$ cat src/rtl/move_controller_if.sv
// Move-request handshake and board RAM port of the Othello move controller.
// FLIP_COUNT_EN adds the flip_count result bus.
interface move_controller_if #(
  parameter int COORD_W = 3
);
  // new_move is a request sampled only while busy is low; every accepted
  // request is answered by exactly one single-cycle ack or nack pulse.
  logic                   new_move;
  logic                   player;
  logic [COORD_W-1:0]     cur_x;
  logic [COORD_W-1:0]     cur_y;
  logic [1:0]             mem_rdata;
  logic [2*COORD_W-1:0]   mem_addr;
  logic                   mem_we;
  logic [1:0]             mem_wdata;
  logic                   busy;
  logic                   ack;
  logic                   nack;
  logic [3:0]             state_dbg;
`ifdef FLIP_COUNT_EN
  logic [2*COORD_W-1:0]   flip_count;
`endif

  modport master (
    output new_move, player, cur_x, cur_y, mem_rdata,
    input  mem_addr, mem_we, mem_wdata, busy, ack, nack, state_dbg
`ifdef FLIP_COUNT_EN
    , input flip_count
`endif
  );

  modport slave (
    input  new_move, player, cur_x, cur_y, mem_rdata,
    output mem_addr, mem_we, mem_wdata, busy, ack, nack, state_dbg
`ifdef FLIP_COUNT_EN
    , output flip_count
`endif
  );
endinterface

$ cat src/rtl/move_controller.sv
// Executes one Othello move on the board RAM: validate target, scan 8 rays,
// flip bracketed runs, place piece, ack/nack. FLIP_COUNT_EN adds flip_count.
module move_controller #(
  parameter int COORD_W = 3
) (
  input logic              clock,
  input logic              reset,
  move_controller_if.slave bus
);
  localparam int AW = 2 * COORD_W;

  typedef enum logic [3:0] {
    S_IDLE, S_CHK, S_CHK_EV, S_DIR, S_RD, S_EV,
    S_FLIP, S_NEXT, S_PLACE, S_ACK, S_REJECT
  } state_t;

  // Step encoding per axis: 00 stay, 01 increment, 10 decrement.
  function automatic logic [3:0] dir_step(input logic [2:0] d);
    case (d)
      3'd0:    dir_step = {2'b00, 2'b10};
      3'd1:    dir_step = {2'b01, 2'b10};
      3'd2:    dir_step = {2'b01, 2'b00};
      3'd3:    dir_step = {2'b01, 2'b01};
      3'd4:    dir_step = {2'b00, 2'b01};
      3'd5:    dir_step = {2'b10, 2'b01};
      3'd6:    dir_step = {2'b10, 2'b00};
      default: dir_step = {2'b10, 2'b10};
    endcase
  endfunction

  function automatic logic can_step(input logic [COORD_W-1:0] c, input logic [1:0] s);
    case (s)
      2'b01:   can_step = (c != {COORD_W{1'b1}});
      2'b10:   can_step = (c != {COORD_W{1'b0}});
      default: can_step = 1'b1;
    endcase
  endfunction

  function automatic logic [COORD_W-1:0] step_c(input logic [COORD_W-1:0] c, input logic [1:0] s);
    case (s)
      2'b01:   step_c = c + 1'b1;
      2'b10:   step_c = c - 1'b1;
      default: step_c = c;
    endcase
  endfunction

  state_t             state_q, state_d;
  logic [COORD_W-1:0] x_q, x_d, y_q, y_d;
  logic               player_q, player_d;
  logic [2:0]         dir_q, dir_d;
  logic [COORD_W-1:0] px_q, px_d, py_q, py_d;
  logic [COORD_W-1:0] cnt_q, cnt_d, k_q, k_d;
  logic               any_flip_q, any_flip_d;
  logic [AW-1:0]      total_q, total_d;
  logic [AW-1:0]      addr_q, addr_d;
`ifdef FLIP_COUNT_EN
  logic [AW-1:0]      fc_q, fc_d;
`endif

  logic [1:0] sx, sy;
  logic [1:0] own_code, opp_code;
  logic       target_step_ok, pos_step_ok;
  logic       we, ack, nack;
  logic [1:0] wdata;

  assign {sx, sy}        = dir_step(dir_q);
  assign own_code        = player_q ? 2'b10 : 2'b01;
  assign opp_code        = player_q ? 2'b01 : 2'b10;
  assign target_step_ok  = can_step(x_q, sx) && can_step(y_q, sy);
  assign pos_step_ok     = can_step(px_q, sx) && can_step(py_q, sy);

  always_ff @(posedge clock) begin
    if (!reset) begin
      state_q    <= S_IDLE;
      x_q        <= '0;
      y_q        <= '0;
      player_q   <= 1'b0;
      dir_q      <= '0;
      px_q       <= '0;
      py_q       <= '0;
      cnt_q      <= '0;
      k_q        <= '0;
      any_flip_q <= 1'b0;
      total_q    <= '0;
      addr_q     <= '0;
`ifdef FLIP_COUNT_EN
      fc_q       <= '0;
`endif
    end else begin
      state_q    <= state_d;
      x_q        <= x_d;
      y_q        <= y_d;
      player_q   <= player_d;
      dir_q      <= dir_d;
      px_q       <= px_d;
      py_q       <= py_d;
      cnt_q      <= cnt_d;
      k_q        <= k_d;
      any_flip_q <= any_flip_d;
      total_q    <= total_d;
      addr_q     <= addr_d;
`ifdef FLIP_COUNT_EN
      fc_q       <= fc_d;
`endif
    end
  end

  always_comb begin
    state_d    = state_q;
    x_d        = x_q;
    y_d        = y_q;
    player_d   = player_q;
    dir_d      = dir_q;
    px_d       = px_q;
    py_d       = py_q;
    cnt_d      = cnt_q;
    k_d        = k_q;
    any_flip_d = any_flip_q;
    total_d    = total_q;
    addr_d     = addr_q;
`ifdef FLIP_COUNT_EN
    fc_d       = fc_q;
`endif
    we         = 1'b0;
    wdata      = 2'b00;
    ack        = 1'b0;
    nack       = 1'b0;

    case (state_q)
      S_IDLE: begin
        if (bus.new_move) begin
          x_d        = bus.cur_x;
          y_d        = bus.cur_y;
          player_d   = bus.player;
          any_flip_d = 1'b0;
          total_d    = '0;
          state_d    = S_CHK;
        end
      end
      S_CHK: begin
        addr_d  = {y_q, x_q};
        state_d = S_CHK_EV;
      end
      S_CHK_EV: begin
        if (bus.mem_rdata == 2'b01 || bus.mem_rdata == 2'b10) begin
          state_d = S_REJECT;
        end else begin
          dir_d   = '0;
          state_d = S_DIR;
        end
      end
      S_DIR: begin
        if (!target_step_ok) begin
          state_d = S_NEXT;
        end else begin
          px_d    = step_c(x_q, sx);
          py_d    = step_c(y_q, sy);
          cnt_d   = '0;
          state_d = S_RD;
        end
      end
      S_RD: begin
        addr_d  = {py_q, px_q};
        state_d = S_EV;
      end
      S_EV: begin
        if (bus.mem_rdata == opp_code) begin
          cnt_d = cnt_q + 1'b1;
          if (pos_step_ok) begin
            px_d    = step_c(px_q, sx);
            py_d    = step_c(py_q, sy);
            state_d = S_RD;
          end else begin
            state_d = S_NEXT;
          end
        end else if (bus.mem_rdata == own_code && cnt_q != '0) begin
          // Rewind the pointer to the first cell next to the target.
          px_d    = step_c(x_q, sx);
          py_d    = step_c(y_q, sy);
          k_d     = {{(COORD_W-1){1'b0}}, 1'b1};
          state_d = S_FLIP;
        end else begin
          state_d = S_NEXT;
        end
      end
      S_FLIP: begin
        addr_d = {py_q, px_q};
        we     = 1'b1;
        wdata  = own_code;
        if (k_q == cnt_q) begin
          any_flip_d = 1'b1;
          total_d    = total_q + {{COORD_W{1'b0}}, cnt_q};
          state_d    = S_NEXT;
        end else begin
          px_d = step_c(px_q, sx);
          py_d = step_c(py_q, sy);
          k_d  = k_q + 1'b1;
        end
      end
      S_NEXT: begin
        if (dir_q == 3'd7) begin
          state_d = any_flip_q ? S_PLACE : S_REJECT;
        end else begin
          dir_d   = dir_q + 1'b1;
          state_d = S_DIR;
        end
      end
      S_PLACE: begin
        addr_d  = {y_q, x_q};
        we      = 1'b1;
        wdata   = own_code;
        state_d = S_ACK;
      end
      S_ACK: begin
        ack     = 1'b1;
`ifdef FLIP_COUNT_EN
        fc_d    = total_q;
`endif
        state_d = S_IDLE;
      end
      S_REJECT: begin
        nack    = 1'b1;
        state_d = S_IDLE;
      end
      default: state_d = S_IDLE;
    endcase
  end

  assign bus.mem_addr  = addr_d;
  assign bus.mem_we    = we;
  assign bus.mem_wdata = wdata;
  assign bus.busy      = (state_q != S_IDLE);
  assign bus.ack       = ack;
  assign bus.nack      = nack;
  assign bus.state_dbg = state_q;
`ifdef FLIP_COUNT_EN
  assign bus.flip_count = fc_q;
`endif
endmodule

$ cat src/flat_wrapper.sv
// flat-port wrapper written by rule: the top's interface ports become plain ports
module move_controller_flat 
#(
  parameter int COORD_W = 3
)
  (clock, reset, bus_new_move, bus_player, bus_cur_x, bus_cur_y, bus_mem_rdata, bus_mem_addr, bus_mem_we, bus_mem_wdata, bus_busy, bus_ack, bus_nack, bus_state_dbg);
  move_controller_if #(.COORD_W(COORD_W)) bus_i ();
  input logic clock;
  input logic reset;
  input wire logic [$bits(bus_i.new_move)-1:0] bus_new_move;
  input wire logic [$bits(bus_i.player)-1:0] bus_player;
  input wire logic [$bits(bus_i.cur_x)-1:0] bus_cur_x;
  input wire logic [$bits(bus_i.cur_y)-1:0] bus_cur_y;
  input wire logic [$bits(bus_i.mem_rdata)-1:0] bus_mem_rdata;
  output wire logic [$bits(bus_i.mem_addr)-1:0] bus_mem_addr;
  output wire logic [$bits(bus_i.mem_we)-1:0] bus_mem_we;
  output wire logic [$bits(bus_i.mem_wdata)-1:0] bus_mem_wdata;
  output wire logic [$bits(bus_i.busy)-1:0] bus_busy;
  output wire logic [$bits(bus_i.ack)-1:0] bus_ack;
  output wire logic [$bits(bus_i.nack)-1:0] bus_nack;
  output wire logic [$bits(bus_i.state_dbg)-1:0] bus_state_dbg;
  assign bus_i.new_move = bus_new_move;
  assign bus_i.player = bus_player;
  assign bus_i.cur_x = bus_cur_x;
  assign bus_i.cur_y = bus_cur_y;
  assign bus_i.mem_rdata = bus_mem_rdata;
  assign bus_mem_addr = bus_i.mem_addr;
  assign bus_mem_we = bus_i.mem_we;
  assign bus_mem_wdata = bus_i.mem_wdata;
  assign bus_busy = bus_i.busy;
  assign bus_ack = bus_i.ack;
  assign bus_nack = bus_i.nack;
  assign bus_state_dbg = bus_i.state_dbg;
  move_controller #(.COORD_W(COORD_W)) u_core (.clock(clock), .reset(reset), .bus(bus_i));
endmodule
$ cat config.mk
export PLATFORM = sky130hd
export DESIGN_NAME = move_controller_flat
export DESIGN_NICKNAME = d
export VERILOG_FILES = /design/src/rtl/move_controller_if.sv /design/src/rtl/move_controller.sv /design/src/flat_wrapper.sv
export SDC_FILE = /design/constraint.sdc
export NUM_CORES = 1
export LEC_CHECK = 0
export CAP_MARGIN = 40
export CELL_PAD_IN_SITES_DETAIL_PLACEMENT = 1
export CELL_PAD_IN_SITES_GLOBAL_PLACEMENT = 1
export CORE_UTILIZATION = 38
export CTS_CLUSTER_SIZE = 28
export DETAILED_ROUTE_END_ITERATION = 8
export PLACE_DENSITY = 0.79
export SLEW_MARGIN = 10
export SYNTH_ARGS = -nofsm -noshare
export SYNTH_HDL_FRONTEND = slang
export SYNTH_SLANG_ARGS = --single-unit
$ cat constraint.sdc
create_clock -name clock -period 2.8 [get_ports clock]
set_input_delay 0.56 -clock clock [delete_from_list [all_inputs] [get_ports clock]]
set_output_delay 0.56 -clock clock [all_outputs]
set_load 0.03 [all_outputs]
-- Yosys cells after proc, flatten, opt, wreduce, memory -nomap -nowiden
Index checks and enable logic that the tools add are counted.
- bits in registers: 33
- output and inout port bits: 16
- add/sub/neg operators: 11
- equality and inequality tests: 41
- mux-type cells: 51
- reduce and logical (&&, ||, !) cells: 27
- operator list (operator ; number):
    3-bit two-way mux ; 17
    3-bit case mux with 2 select lines ; 7
    4-bit case mux with 9 select lines ; 1
    4-bit case mux with 7 select lines ; 1
    3-bit by 1-bit adder with 3-bit output, second input constant ; 7
    4-bit two-way mux ; 5
    3-bit case mux with 3 select lines ; 2
    3-bit nonzero test ; 6
    4-bit by 3-bit == test with 1-bit output, second input constant ; 4
    3-bit == test, second input constant ; 4
    4-bit == test, second input constant ; 3
    2-bit two-way mux ; 6
    3-bit inequality test, second input constant ; 4
    6-bit case mux with 2 select lines ; 1
    3-bit by 1-bit subtractor with 3-bit output, second input constant ; 4
    2-bit inequality test, second input constant ; 5
    1-bit case mux with 2 select lines ; 5
    3-bit AND reduction ; 3
    4-bit by 2-bit == test with 1-bit output, second input constant ; 2
    2-bit by 1-bit inequality test with 1-bit output, second input constant ; 4
    2-bit nonzero test ; 4
    2-bit by 1-bit == test with 1-bit output, second input constant ; 3
    2-bit == test, second input constant ; 3
    3-bit by 2-bit == test with 1-bit output, second input constant ; 2
    16 further kinds ; 27

-- Logic depth before layout (Yosys ltp)
Gate-level depths: netlist of the first run.
- word-level depth: 8
- gate-level depth with buffers: 11

-- Worst setup path after synthesis of the first run
Ideal clock, no wire load.
- path kind: register to register
- start: reg u_core.dir_q[1]
- end: reg u_core.py_q[2]
- arrival time: 2902 ps
- required time: 2729 ps
- path slack: -173 ps
- stages on the path, launching flop included: 12
- cells stage by stage: dfxtp_1 inv_1 ha_1 nor3b_1 nor3_2 fa_1 or4_2 a21oi_1 xor2_1 a22o_1 nand2_1 a21oi_1
- longest elaborated chain between the ends: 7
- RTL lines (item ; line ; text):
    start: declaration ; move_controller.sv:50 ; logic [2:0] dir_q, dir_d;
    start signal: assignment ; move_controller.sv:94 ; dir_q <= dir_d;
    3-bit == test (tied with other cells) ; move_controller.sv:19 ; case (d)
    4-bit case mux with 7 select lines (*) ; move_controller.sv:19 ;
    2-bit == test (tied with other cells) ; move_controller.sv:32, move_controller.sv:40 ;
    3-bit case mux with 2 select lines / 1-bit case mux with 2 select lines (equally long branches) ; move_controller.sv:40, move_controller.sv:32 ;
    3-bit two-way mux (tied with other cells) ; move_controller.sv:176 ; end else if (bus.mem_rdata == own_code && cnt_q != '0) begin
    3-bit two-way mux (tied with other cells) ; move_controller.sv:167 ; if (bus.mem_rdata == opp_code) begin
    3-bit case mux with 3 select lines / 5-bit AND reduction (equally long branches) ; -- ;
    end signal: assignment ; move_controller.sv:96 ; py_q <= py_d;
    end: declaration ; move_controller.sv:51 ; logic [COORD_W-1:0] px_q, px_d, py_q, py_d;
Every way passes the cells marked *; elsewhere a longest branch is shown, timed or not. The select of a mux whose other input is x is not followed.
A chain may end at the register's enable or synchronous reset.

-- Final worst setup path of the first run
- start: reg u_core.dir_q[0]
- end: reg u_core.px_q[0]
- longest elaborated chain between the ends: 7
- RTL lines (item ; line ; text):
    3-bit == test (tied with other cells) ; move_controller.sv:19 ;
    4-bit case mux with 7 select lines (*) ; move_controller.sv:19 ;
    2-bit == test (tied with other cells) ; move_controller.sv:32, move_controller.sv:40 ;
    3-bit case mux with 2 select lines / 1-bit case mux with 2 select lines (equally long branches) ; move_controller.sv:40, move_controller.sv:32 ;
    3-bit two-way mux (tied with other cells) ; move_controller.sv:176 ;
    3-bit two-way mux (tied with other cells) ; move_controller.sv:167 ;
    3-bit case mux with 3 select lines / 5-bit AND reduction (equally long branches) ; -- ;
    end signal: assignment ; move_controller.sv:95 ; px_q <= px_d;
    end: declaration ; move_controller.sv:51 ;
Marks and branches as above.

==> metrics.yaml, run 1 <==
pwr:
  combinationalPowerShare_pct: 53.2
  p_leak_nw: 1.386
  p_int_w: 0.001271
  p_clk_share_pct: 18.2
  seqPwrFrac_pct: 28.5
  netSwitchingFraction_pct: 43.73
  p_per_area_nw_per_um2: 705.2
  switchingPower_w: 0.0009882
  vdd_ir_drop_max_mv: 0.3137
global_routing:
  grt_first_pass_wirelength_um: 12090
  grt_use_total_pct: 23.87
  gr-total-overflow: 0
  grt_pass1_vias: 2418
  antenna_found_initial: 0
  grt_max_degree: 22
critical_path:
  critical_path_arrival_ps: 2960
  crit_fanout: 7
  critPathMostFrequentCell: "buf_4"
  worst-setup-path-type: "reg2reg"
  worstSetupEndpointType: "flop"
  start_kind: "flop"
  cp.required_ps: 2950
  slowest_delay_ps: 380
  crit_family: "compound AO/OA/AOI/OAI gates"
  cp_cell_sequence: "ha_1 -> ha_4 -> buf_4 -> nor3b_1 -> or2_2 -> o32ai_2 -> o211ai_4 -> buf_4 -> a32o_1 -> a31oi_1 -> o22ai_1"
  path_buf_inv: 2
  regToRegSetupSlack_ps: -10
  cpMaxStageDelayCell: "o32ai_2"
timing:
  slew_viol_final: 0
  final.period_utilization_pct: 100.3
  rsz0062_at_grt: "true"
  finalHoldViolCount: 0
  fmax_mhz: 355.9
  setup_violations: 1
  slew_headroom_pct: 45.66
  setup_ws_ps: -9.698
  min_period_ps: 2810
  holdWs_ps: 458.1
  worst_clock_skew_ps: 7.824
  setup-tns-final_ps: -9.698
  worst_slew_pin_slew_ps: 814.2
routing:
  antenna_left: 0
  drt_iter0_markers: 134
  drc: 0
  wire_per_inst_um: 18.19
  drtPass1Iterations: 4
  vias: 2477
  routed_via_density: 5.787
  routed_wl_um: 7785
die:
  coreArea_um2: 6061
  die_h_um: 82.21
  io_pins: 28
  initial_core_util_pct: 40.34
  die_area_um2: 6758
  row_count: 28
  die_w_um: 82.21
synth:
  synth.distinct_cells: 58
  ys_seq_area_share_pct: 27.02
  ys_ff_latch: 33
  synth_ff_type: "dfxtp_1"
  syn_inst: 299
  ys_warn_count: 0
  synth_top_area_cell: "dfxtp_1"
  synth_area_leaders: "dfxtp_1 27%, ha_1 5.6%, nor2_1 5.2%, nand2_1 4.6%, a21oi_1 4.3%"
  async_flop_share_pct: 0
  synth-edff-count: 0
  syn_nets: 326
  avgSynthCellArea_um2: 8.177
  syn_area_um2: 2445
  yosysTopAreaCellShare_pct: 27.02
clock_tree:
  clock_latency_ps: 300
  h-tree-depth: 2
  root_buffer: "clkbuf_8"
  clock-sinks: 33
  cts_tree: "done"
  path_clk_slew_ps: 70
  cts_made_buffers: 5
  cts_max_path_buffers: 2
  cts-hold-fix-buffers: 0
cells_and_area:
  drive_gt1_share_pct: 21.25
  final_util_pct: 52.87
  num-fill-cells: 750
  antenna_cells: 0
  syn_to_final_growth_pct: 31.06
  register_area_um2: 669.4
  final_cell_mix: "33 x nor2_1, 33 x buf_4, 30 x nand2_1, 30 x dfxtp_1"
  multi_input_area_um2: 1747
  nets: 379
placement:
  gp_congestion: 0.8070
  dpl.hpwl_um: 5343
  portBuffers: 27
status:
  violations: "setup timing"
  status: "finished with violations"
worst_hold_path:
  min_path_type: "reg2reg"
job:
  drv_cap: 0
## layout make-up
cell class | count | area share (%)
clock inverters | 1 | 0.1562
flip-flops and latches | 33 | 20.89
well taps | 75 | 2.929
inverters | 14 | 1.796
clock buffers | 7 | 3.007
repair buffers | 60 | 16.71
multi-input cells | 238 | 54.51
## worst reg2reg max path, delay by kind of cell (launching register included)
family / cells / cell delay [ps]
AO/OA/AOI/OAI: 5 / 1050
adder cells (fa/ha/maj): 2 / 460
buffers and inverters: 2 / 330
flip-flops: 1 / 370
AND/OR/NAND/NOR: 2 / 460
## synthesized netlist by cell type (6+ instances only)
master / count
nor2_1: 34
dfxtp_1: 33
nand2_1: 30
a21oi_1: 21
inv_1: 14
nor3_1: 13
ha_1: 11
mux2i_1: 10
xnor2_1: 9
a22oi_1: 8
nand2b_1: 7
clkbuf_1: 6
nor3b_1: 6
## what timing repair did
item,in CTS,in global routing
endpoints found under the setup margin,12,13
pin swaps,1,2
buffers inserted,1,2
resized for setup,17,13
cloned,0,0
## flip-flops by register name, indices dropped and copies added (netlist names)
name / cells
u_core.any_flip_q: 1
u_core.cnt_q: 3
u_core.bus.state_dbg: 4
u_core.x_q: 3
u_core.y_q: 3
u_core.px_q: 3
u_core.addr_q: 6
u_core.dir_q: 3
u_core.py_q: 3
u_core.k_q: 3
u_core.player_q: 1
## per-stage QoR
| step | area (µm²) | setup slack (ps) | power, W | instances |
|---|---|---|---|---|
| 6_report | 3204 | -9.698 | 0.002260 | 428 |
| 5_1_grt | 3204 | -59.81 | 0.002404 | 428 |
| 4_1_cts | 3154 | 6.201 | 0.002223 | 426 |
| 3_5_place_dp | 2973 | -139.0 | 0.001798 | 417 |
| 3_3_place_gp | 2973 | 2.421 | 0.001767 | 417 |
| 2_1_floorplan | 2455 | -26.13 | 0.001402 | 299 |
## metal layers
metal  up-vias  wire, µm  global-route usage [%]
li1       1189         -                       -
met1      1236      3601                   30.35
met2        42      3830                   39.83
met3        10       236                   4.615
met4         0       117                   8.772
met5         -         0                       0
## power by group through the flow
stage / combinational (W) / clock (W) / sequential (W)
after global placement: 0.00112 / 0 / 0.000646
after CTS: 0.00117 / 0.000420 / 0.000638
after global routing: 0.00130 / 0.000442 / 0.000660
final: 0.00120 / 0.000412 / 0.000645
after floorplan: 0.000744 / 0 / 0.000658
after detailed placement: 0.00115 / 0 / 0.000650
## cell families (layout without fill, tap and decap cells)
kind of cell	after synthesis	count (layout)	share of synthesized area [%]
flops	33	33	27.02
compound gates	70	70	20.57
mux	12	12	5.937
xor+xnor	11	11	3.941
simple gates	130	130	28.56
buf+inv	28	82	5.066
fa+ha+maj	15	15	8.905
## path summary, 6_finish.rpt
check	startpoint	endpoint	cells past startpoint
worst min-delay path	u_core.any_flip_q	u_core.any_flip_q	2
worst max register to register	u_core.dir_q[0]	u_core.px_q[0]	11
worst max-delay path	u_core.dir_q[0]	u_core.px_q[0]	11
worst min register to register	u_core.any_flip_q	u_core.any_flip_q	2
Power figures use the tool's default switching activity.
==> run 2, diff against run 1 <==
--- a/config.mk
+++ b/config.mk
@@ -5,12 +5,14 @@
 export SDC_FILE = /design/constraint.sdc
 export NUM_CORES = 1
 export LEC_CHECK = 0
+export ABC_CLOCK_PERIOD_IN_PS = 2800
 export CAP_MARGIN = 40
 export CELL_PAD_IN_SITES_DETAIL_PLACEMENT = 1
 export CELL_PAD_IN_SITES_GLOBAL_PLACEMENT = 1
 export CORE_UTILIZATION = 38
 export CTS_CLUSTER_SIZE = 28
 export DETAILED_ROUTE_END_ITERATION = 8
+export GPL_ROUTABILITY_DRIVEN = 0
 export PLACE_DENSITY = 0.79
 export SLEW_MARGIN = 10
 export SYNTH_ARGS = -nofsm -noshare
==> results of run 2 <==
Final layout, timing and power as in run 1 (identical DEF).
==> run 3, diff against run 2 <==
--- a/config.mk
+++ b/config.mk
@@ -9,6 +9,7 @@
 export CAP_MARGIN = 40
 export CELL_PAD_IN_SITES_DETAIL_PLACEMENT = 1
 export CELL_PAD_IN_SITES_GLOBAL_PLACEMENT = 1
+export CORE_MARGIN = 5
 export CORE_UTILIZATION = 38
 export CTS_CLUSTER_SIZE = 28
 export DETAILED_ROUTE_END_ITERATION = 8
==> metrics.yaml, run 3 (same netlist as run 1, synthesis figures left out) <==
cells_and_area:
  regMostFlops: "u_core.addr_q"
  num-fill-cells: 761
  fin_cells: 430
  nets: 379
  antenna_cells: 0
  drive_gt1_share_pct: 22.10
  syn_to_final_growth_pct: 30.86
  final_cell_mix: "33 x nor2_1, 33 x buf_4, 31 x dfxtp_1, 30 x nand2_1, 20 x clkdlybuf4s50_1"
  largest_reg_flops: 6
worst_hold_path:
  min_path_type: "reg2reg"
  holdPathStages: 2
  holdPathEnd: "u_core.any_flip_q"
  hold_path_startpoint: "u_core.any_flip_q"
status:
  status: "complete, no violations"
timing:
  min_period_ps: 2737
  holdWs_ps: 458.1
  worst_slew_pin_slew_ps: 656.1
  slew_headroom_pct: 56.21
  fmax_mhz: 365.3
  rsz0062_at_grt: "true"
  worst_clock_skew_ps: 7.688
  final.period_utilization_pct: 97.76
  setup_violations: 0
  slew_viol_final: 0
  finalHoldViolCount: 0
global_routing:
  grt_pass1_vias: 2626
  grt_use_total_pct: 18.76
  gr-total-overflow: 0
  grt_max_degree: 20
  antenna_found_initial: 0
  grt_first_pass_wirelength_um: 12720
critical_path:
  cp.required_ps: 3020
  r2r_cells: 11
  worst-setup-path-type: "reg2reg"
  reg2reg_from: "u_core.dir_q[1]"
  regToRegSetupSlack_ps: 60
  rr_endpoint: "u_core.py_q[2]"
  worstSetupEndpointType: "flop"
  critical_path_arrival_ps: 2960
  crit_fanout: 6
  start_kind: "flop"
placement:
  dpl.hpwl_um: 5714
  portBuffers: 27
  place_inst: 420
die:
  initial_core_util_pct: 38.72
  die_h_um: 90.21
  row_count: 29
  io_pins: 28
  die_area_um2: 8138
  coreArea_um2: 6314
  die_w_um: 90.21
clock_tree:
  clock_latency_ps: 290
  path_clk_slew_ps: 80
  cts-hold-fix-buffers: 0
  cts_max_path_buffers: 2
  clock-sinks: 33
  cts_made_buffers: 5
  root_buffer: "clkbuf_8"
  h-tree-depth: 2
  cts_tree: "done"
pwr:
  p_clk_share_pct: 18.4
  netSwitchingFraction_pct: 43.61
  combinationalPowerShare_pct: 52.7
  p_per_area_nw_per_um2: 700.6
  vdd_ir_drop_max_mv: 0.2845
  switchingPower_w: 0.0009775
  p_int_w: 0.001264
  p_leak_nw: 1.308
  seqPwrFrac_pct: 28.9
job:
  drv_cap: 0
routing:
  wire_per_inst_um: 17.85
  drc: 0
  antenna_left: 0
  routed_wl_um: 7677
  drtPass1Iterations: 4
  routed_via_density: 5.719
  vias: 2459
  drt_iter0_markers: 117
## run 3: how the worst max path moves through the flow
stage / start / to / slack [ps]
2_1_floorplan: u_core.dir_q[1] / u_core.py_q[2] / -30
3_3_place_gp: bus_mem_rdata[1] / u_core.py_q[0] / 4
3_5_place_dp: u_core.dir_q[1] / u_core.py_q[2] / -130
4_1_cts: u_core.dir_q[0] / u_core.py_q[2] / -7
5_1_grt: u_core.dir_q[0] / u_core.px_q[2] / -20
6_report: u_core.dir_q[1] / u_core.py_q[2] / 60
## run 3: metrics by stage
stage               power [W]  setup TNS (ps)  instance area (µm²)  setup WS, ps  util, %
floorplan            0.001402          -26.13                 2455        -26.13        -
global route         0.002397          -41.62                 3199        -23.24    50.67
CTS                  0.002228          -6.869                 3124        -6.869    49.48
global placement     0.001762               0                 2983         3.828    47.25
finish               0.002241               0                 3199         62.59    50.67
detailed placement   0.001801          -516.4                 2983        -126.0    47.25
## run 3: cell type report
class,count,area (µm²),share of cell area (%)
inverter,14,55.05,1.721
timing repair buffer,60,513.0,16.03
sequential,33,665.6,20.81
clock inverter,1,5.005,0.1564
tap,77,96.34,3.011
clock buffer,7,96.34,3.011
multi-input combinational,238,1768,55.26
## run 3: critical path: stages (launching register included)
cell and delay [ps]:
dfxtp_4 390, inv_2 70, ha_4 190, nor3b_4 230, nor3_2 80, fa_2 350, or4_2 670, a21oi_2 170
xor2_1 180, a22o_1 160, nand2_1 50, a21oi_1 110
## run 3: per-layer routing
| metal | vias to the layer above | global-route usage (%) | wire (µm) |
|---|---|---|---|
| met1 | 1208 | 23.09 | 3447 |
| met2 | 45 | 32.20 | 3830 |
| met3 | 16 | 3.756 | 241 |
| li1 | 1190 | - | - |
| met5 | - | 0 | 0 |
| met4 | 0 | 6.824 | 157 |
## run 3: power by group through the flow
stage	Sequential, W	Combinational [W]	Clock [W]
floorplan	0.000658	0.000744	0
global placement	0.000647	0.00111	0
detailed placement	0.000652	0.00115	0
CTS	0.000645	0.00116	0.000423
global route	0.000661	0.00129	0.000447
finish	0.000648	0.00118	0.000412
## run 3: timing repair
action	CTS	global route
resized for setup	16	15
endpoints found under the setup margin	12	6
pin swaps	1	4
buffers inserted	2	0
